`config.mk`:
```
export PLATFORM = sky130hd
export DESIGN_NAME = carregador_memoria_flat
export DESIGN_NICKNAME = d
export VERILOG_FILES = /design/src/rtl/carregador_memoria_if.sv /design/src/rtl/carregador_memoria.sv /design/src/flat_wrapper.sv
export SDC_FILE = /design/constraint.sdc
export NUM_CORES = 1
export LEC_CHECK = 0
export CELL_PAD_IN_SITES_DETAIL_PLACEMENT = 1
export CELL_PAD_IN_SITES_GLOBAL_PLACEMENT = 2
export CORE_MARGIN = 1
export CORE_UTILIZATION = 31
export DETAILED_ROUTE_END_ITERATION = 6
export PLACE_DENSITY_LB_ADDON = 0.1
export SLEW_MARGIN = 20
export SYNTH_ARGS = -nofsm -noshare
export SYNTH_HDL_FRONTEND = slang
export SYNTH_SLANG_ARGS = --single-unit
```
`constraint.sdc`:
```
create_clock -name CLK -period 4.44 [get_ports CLK]
set_input_delay 0.888 -clock CLK [delete_from_list [all_inputs] [get_ports CLK]]
set_output_delay 0.888 -clock CLK [all_outputs]
set_load 0.05 [all_outputs]
```
`src/rtl/carregador_memoria_if.sv`:
```
// rtl/carregador_memoria_if.sv - program word stream and memoria port bundle
// master: the loader side; slave: the stream source / memory side.
interface carregador_memoria_if #(
  parameter int ADDR_W = 16,
  parameter int DATA_W = 16
) ();
  logic [DATA_W-1:0] DadoIn;
  logic              DadoValido;
  logic              UltimoDado;
  logic              DadoPronto;
  logic              EscMem;
  logic [ADDR_W-1:0] Endereco;
  logic [DATA_W-1:0] ValorEscrito;
  logic [DATA_W-1:0] ValorLido;

  modport master (
    input  DadoIn, DadoValido, UltimoDado, ValorLido,
    output DadoPronto, EscMem, Endereco, ValorEscrito
  );

  modport slave (
    output DadoIn, DadoValido, UltimoDado, ValorLido,
    input  DadoPronto, EscMem, Endereco, ValorEscrito
  );
endinterface

```
`src/rtl/carregador_memoria.sv`:
```
// rtl/carregador_memoria.sv - program loader and run supervisor for mRisc/memoria
// Clears memory, streams a program in, runs the CPU and stops it once the halt opcode drains.
module carregador_memoria #(
  parameter int                ADDR_W     = 16,
  parameter int                DATA_W     = 16,
  parameter bit                CLEAR_MEM  = 1'b1,
  parameter logic [DATA_W-1:0] HALT_INST  = 16'h2fff,
  parameter int                HALT_DELAY = 8
) (
  input  logic                 CLK,
  input  logic                 Reset,
  input  logic                 Start,
  carregador_memoria_if.master bus,
  output logic                 ResetCPU,
  output logic                 Ocupado,
  output logic                 Parado,
  output logic [ADDR_W:0]      Contagem
);

  localparam int                DLY_W    = (HALT_DELAY > 0) ? $clog2(HALT_DELAY + 1) : 1;
  localparam logic [ADDR_W-1:0] TOP_ADDR = '1;

  typedef enum logic [2:0] {
    OCIOSO,
    LIMPA,
    CARREGA,
    EXECUTA,
    ESVAZIA,
    PARADO
  } estado_t;

  estado_t             state_q, state_d;
  logic [ADDR_W-1:0]   ptr_q, ptr_d;
  logic [ADDR_W:0]     cnt_q, cnt_d;
  logic [DLY_W-1:0]    delay_q, delay_d;
  logic                esc_q, esc_d;
  logic [ADDR_W-1:0]   end_q, end_d;
  logic [DATA_W-1:0]   val_q, val_d;
  logic                pronto_q, pronto_d;
  logic                rcpu_q, rcpu_d;
  logic                ocup_q, ocup_d;
  logic                parado_q, parado_d;
  logic                aceita;

  assign aceita = pronto_q & bus.DadoValido;

  always_ff @(posedge CLK) begin
    if (Reset) begin
      state_q  <= OCIOSO;
      ptr_q    <= '0;
      cnt_q    <= '0;
      delay_q  <= '0;
      esc_q    <= 1'b0;
      end_q    <= '0;
      val_q    <= '0;
      pronto_q <= 1'b0;
      rcpu_q   <= 1'b1;
      ocup_q   <= 1'b0;
      parado_q <= 1'b0;
    end else begin
      state_q  <= state_d;
      ptr_q    <= ptr_d;
      cnt_q    <= cnt_d;
      delay_q  <= delay_d;
      esc_q    <= esc_d;
      end_q    <= end_d;
      val_q    <= val_d;
      pronto_q <= pronto_d;
      rcpu_q   <= rcpu_d;
      ocup_q   <= ocup_d;
      parado_q <= parado_d;
    end
  end

  // Outputs are registered: each branch computes what the port shows one cycle later.
  always_comb begin
    state_d  = state_q;
    ptr_d    = ptr_q;
    cnt_d    = cnt_q;
    delay_d  = delay_q;
    esc_d    = 1'b0;
    end_d    = end_q;
    val_d    = val_q;
    pronto_d = 1'b0;
    rcpu_d   = rcpu_q;
    ocup_d   = ocup_q;
    parado_d = parado_q;

    case (state_q)
      OCIOSO, PARADO: begin
        rcpu_d = 1'b1;
        if (Start) begin
          state_d  = CLEAR_MEM ? LIMPA : CARREGA;
          ocup_d   = 1'b1;
          cnt_d    = '0;
          ptr_d    = '0;
          parado_d = 1'b0;
        end
      end

      LIMPA: begin
        esc_d = 1'b1;
        end_d = ptr_q;
        val_d = '0;
        ptr_d = ptr_q + ADDR_W'(1);
        if (ptr_q == TOP_ADDR) begin
          state_d = CARREGA;
        end
      end

      CARREGA: begin
        pronto_d = 1'b1;
        if (aceita) begin
          esc_d = 1'b1;
          end_d = ptr_q;
          val_d = bus.DadoIn;
          ptr_d = ptr_q + ADDR_W'(1);
          cnt_d = cnt_q + (ADDR_W + 1)'(1);
          // Stop accepting on the flagged word or once the top address is filled.
          if (bus.UltimoDado || (ptr_q == TOP_ADDR)) begin
            pronto_d = 1'b0;
            state_d  = EXECUTA;
          end
        end
      end

      EXECUTA: begin
        rcpu_d = 1'b0;
        ocup_d = 1'b0;
        if (bus.ValorLido == HALT_INST) begin
          delay_d = DLY_W'(HALT_DELAY);
          state_d = ESVAZIA;
        end
      end

      ESVAZIA: begin
        if (delay_q == '0) begin
          state_d  = PARADO;
          rcpu_d   = 1'b1;
          parado_d = 1'b1;
        end else begin
          delay_d = delay_q - DLY_W'(1);
        end
      end

      default: begin
        state_d = OCIOSO;
      end
    endcase
  end

  assign bus.EscMem       = esc_q;
  assign bus.Endereco     = end_q;
  assign bus.ValorEscrito = val_q;
  assign bus.DadoPronto   = pronto_q;
  assign ResetCPU         = rcpu_q;
  assign Ocupado          = ocup_q;
  assign Parado           = parado_q;
  assign Contagem         = cnt_q;

endmodule
```
`src/flat_wrapper.sv`:
```
// flat-port wrapper written by rule: the top's interface ports become plain ports
module carregador_memoria_flat 
#(
  parameter int                ADDR_W     = 16,
  parameter int                DATA_W     = 16,
  parameter bit                CLEAR_MEM  = 1'b1,
  parameter logic [DATA_W-1:0] HALT_INST  = 16'h2fff,
  parameter int                HALT_DELAY = 8
)
  (CLK, Reset, Start, ResetCPU, Ocupado, Parado, Contagem, bus_DadoIn, bus_DadoValido, bus_UltimoDado, bus_ValorLido, bus_DadoPronto, bus_EscMem, bus_Endereco, bus_ValorEscrito);
  carregador_memoria_if #(.ADDR_W(ADDR_W), .DATA_W(DATA_W)) bus_i ();
  input  logic CLK;
  input  logic Reset;
  input  logic Start;
  output logic ResetCPU;
  output logic Ocupado;
  output logic Parado;
  output logic [ADDR_W:0] Contagem;
  input wire logic [$bits(bus_i.DadoIn)-1:0] bus_DadoIn;
  input wire logic [$bits(bus_i.DadoValido)-1:0] bus_DadoValido;
  input wire logic [$bits(bus_i.UltimoDado)-1:0] bus_UltimoDado;
  input wire logic [$bits(bus_i.ValorLido)-1:0] bus_ValorLido;
  output wire logic [$bits(bus_i.DadoPronto)-1:0] bus_DadoPronto;
  output wire logic [$bits(bus_i.EscMem)-1:0] bus_EscMem;
  output wire logic [$bits(bus_i.Endereco)-1:0] bus_Endereco;
  output wire logic [$bits(bus_i.ValorEscrito)-1:0] bus_ValorEscrito;
  assign bus_i.DadoIn = bus_DadoIn;
  assign bus_i.DadoValido = bus_DadoValido;
  assign bus_i.UltimoDado = bus_UltimoDado;
  assign bus_i.ValorLido = bus_ValorLido;
  assign bus_DadoPronto = bus_i.DadoPronto;
  assign bus_EscMem = bus_i.EscMem;
  assign bus_Endereco = bus_i.Endereco;
  assign bus_ValorEscrito = bus_i.ValorEscrito;
  carregador_memoria #(.ADDR_W(ADDR_W), .DATA_W(DATA_W), .CLEAR_MEM(CLEAR_MEM), .HALT_INST(HALT_INST), .HALT_DELAY(HALT_DELAY)) u_core (.CLK(CLK), .Reset(Reset), .Start(Start), .bus(bus_i), .ResetCPU(ResetCPU), .Ocupado(Ocupado), .Parado(Parado), .Contagem(Contagem));
endmodule
```
==> run metrics <==
status finished, final reports clean; Post-Syn Nets 399; cell taking the most area after synthesis dfxtp_1; std cell rows 37; count of input and output buffers 90; final net count 486; Reg2Reg Setup Slack roughly 2200 ps; Peak supply drop between 0.00015 and 0.0002 V; Least-Margin Pin Slew 1060 ps; CP endpoint u_core.Contagem[16]$_SDFFE_PP0P_; Syn Area/Cell ~9.5 sq um; synth cell count leaders dfxtp_1, nor2_1, a21oi_1; post-CTS setup buffer count 0; Final setup viols 0; min Tclk post-route between 2000 and 3000 ps; global-route wire length before repair between 10000 and 15000 um; PD cells approximately 400 nW/um^2; crit path max fanout 19; worst reg-to-reg path cell count 4; setup repair after global routing missed its margin no; Avg WL per Cell approximately 15 um; Skew-Pair Late Insertion Delay 360 ps; Synth Register Bits 77; Worst Setup SP Reset; CP top delay family buffers and inverters; routed vias between 2000 and 3000; reg2reg start u_core.state_q[1]$_SDFFE_PP0P_; Slowest cell on crit path clkdlybuf4s50_1; Vias/cell between 5 and 6; Startpoint Class input pin; distinct cell type count after synthesis 62; number of buffer and inverter stages on the critical path 2; Resized Gates After CTS 0; Syn Inst Count 358; count leader, synth dfxtp_1; setup TNS 0 ps; I/O pins 91; die width 106.8 um; GR Util All Layers 0.1664; DRC errors left 0; final wirelength between 8000 and 9000 um; Final ANT Viol Nets 0; Worst Setup End Kind flip-flop; sequential share of the synthesized area 0.4526; hold depth 1; vias in the first global route 3069; CTS tree done; main area contributors after synthesis dfxtp_1, nor2_1, mux2i_1, a22o_1, a21oi_1; post-route core utilization 0.4412; worst setup slack after placement ~1300 ps; Die Ht roughly 110 um; clock buffer depth 2; clk sinks between 70 and 80; skew final roughly 7.3 ps; EDFF count, synth 0; Final Hold Viols 0; Main synth FF type dfxtp_1; DRT iter0 DRCs 79; Critical Path Stages 5; R2R Path End u_core.bus.ValorEscrito[2]$_SDFFE_PP0P_; crit-path cells clkdlybuf4s50_1 -> nand2b_1 -> buf_4 -> nor2_1 -> a22o_1; n_diodes 0; max-slew violation count 0; Root Driver clkbuf_8; CP max stage delay about 960 ps; LEAKAGE 1.609 nW; period utilization 0.5937; DIE AREA between 10000 and 15000 sq um; critical path class input pin to flip-flop; clk slew on worst S/H paths approximately 80 ps; Synth top area share 0.4526; Slew HR 0.2934; fmax roughly 0.38 GHz; Post-CTS Hold Buffers 0; GPL Wtd Cong slightly below 0.7; Std-Cell Core Area between 10000 and 15000 sq um; largest net degree at the start of global routing 23; DRT Pass-1 Iters 4; initial antenna violation count 0; effective utilization at floorplan 0.3241; HP Class flip-flop to flip-flop; critical path arrival 2890 ps; final worst slack between 1500 and 2000 ps; Synth async-reset ratio 0; proportion of layout cells with a drive suffix above 1 0.09111; Synthesis Warnings 0; Synth Cell Area between 3000 and 4000 sq um; DP Wirelength 6389 um; worst endpoint required time 4700 ps; max-cap violation count 0; H-tree depth 3; area grow syn2layout 36.15%; gr ovfl total 0; CTS Buf Count 9
area by class of cell:
cell class	instances	area [sq um]
timing repair buffer	93	923.4
fill	1191	5872
clock inverter	7	113.9
clock buffer	9	123.9
multi-input combinational	259	1745
inverter	5	18.77
tap	136	170.2
sequential	77	1541
where the power goes:
part           internal (W)  switching (W)  total, W
Clock              0.000371       0.000270  0.000642
Combinational      0.000183       0.000266  0.000449
Sequential         0.000717      0.0000460  0.000763
worst min-delay path by stage:
stage / slack (ps) / endpoint / startpoint
2_1_floorplan: 440 / u_core.delay_q[1]$_SDFFE_PP0P_ / u_core.delay_q[1]$_SDFFE_PP0P_
3_3_place_gp: 460 / u_core.bus.ValorEscrito[14]$_SDFFE_PP0P_ / u_core.bus.ValorEscrito[14]$_SDFFE_PP0P_
3_5_place_dp: 470 / u_core.bus.ValorEscrito[5]$_SDFFE_PP0P_ / u_core.bus.ValorEscrito[5]$_SDFFE_PP0P_
4_1_cts: 490 / u_core.delay_q[1]$_SDFFE_PP0P_ / u_core.delay_q[1]$_SDFFE_PP0P_
5_1_grt: 500 / u_core.bus.ValorEscrito[9]$_SDFFE_PP0P_ / u_core.bus.ValorEscrito[9]$_SDFFE_PP0P_
6_report: 480 / u_core.bus.ValorEscrito[10]$_SDFFE_PP0P_ / u_core.bus.ValorEscrito[10]$_SDFFE_PP0P_
cell families (layout without fill, tap and decap cells):
kind of cell               after synthesis  count (layout)  share of synthesized area
muxes                                   16              16                    0.04702
DFF                                     77              77                     0.4526
and+or+nand+nor                        141             141                     0.2314
buffers and inverters                   22             114                    0.03600
adders and majority gates                4               4                    0.01470
xor gates and xnor gates                15              15                    0.04078
AOI/OAI and AO/OA                       83              83                     0.1774
placed cells by master, fill, tap and decap left out, types with 7 or more instances in the layout:
master and instances:
nand2_1 14, o21ai_0 10, clkdlybuf4s50_1 90, or3_1 7, clkbuf_8 9, nand3_1 12, xor2_1 8, mux2i_1 16
nor2_1 49, a22o_1 17, a21oi_1 24, dfxtp_1 77
sequential cells by signal, summed over array words and instances (netlist names), 3 cells and up:
register / flops
u_core.state_q: 3
u_core.ptr_q: 16
u_core.bus.Endereco: 16
u_core.bus.ValorEscrito: 16
u_core.delay_q: 4
u_core.Contagem: 17
per-stage QoR:
step           hold WS, ps  power (W)  instances  cell area [sq um]
3_5_place_dp         471.5   0.001234        570               4399
6_report             482.0   0.001854        586               4637
3_3_place_gp         461.6   0.001230        570               4399
4_1_cts              489.3   0.001883        586               4637
2_1_floorplan        445.0   0.001125        358               3406
5_1_grt              503.9   0.001957        586               4637
routing by layer:
metal | wire (um) | GRT usage | vias up | share of wire
met1 | 4096 | 0.2011 | 1421 | 0.46
met5 | 0 | 0 | - | 0
met4 | 189 | 0.07143 | 0 | 0.021
met2 | 4225 | 0.2760 | 59 | 0.47
met3 | 411 | 0.04620 | 14 | 0.046
li1 | - | - | 1470 | -
Power figures use the tool's default switching activity.
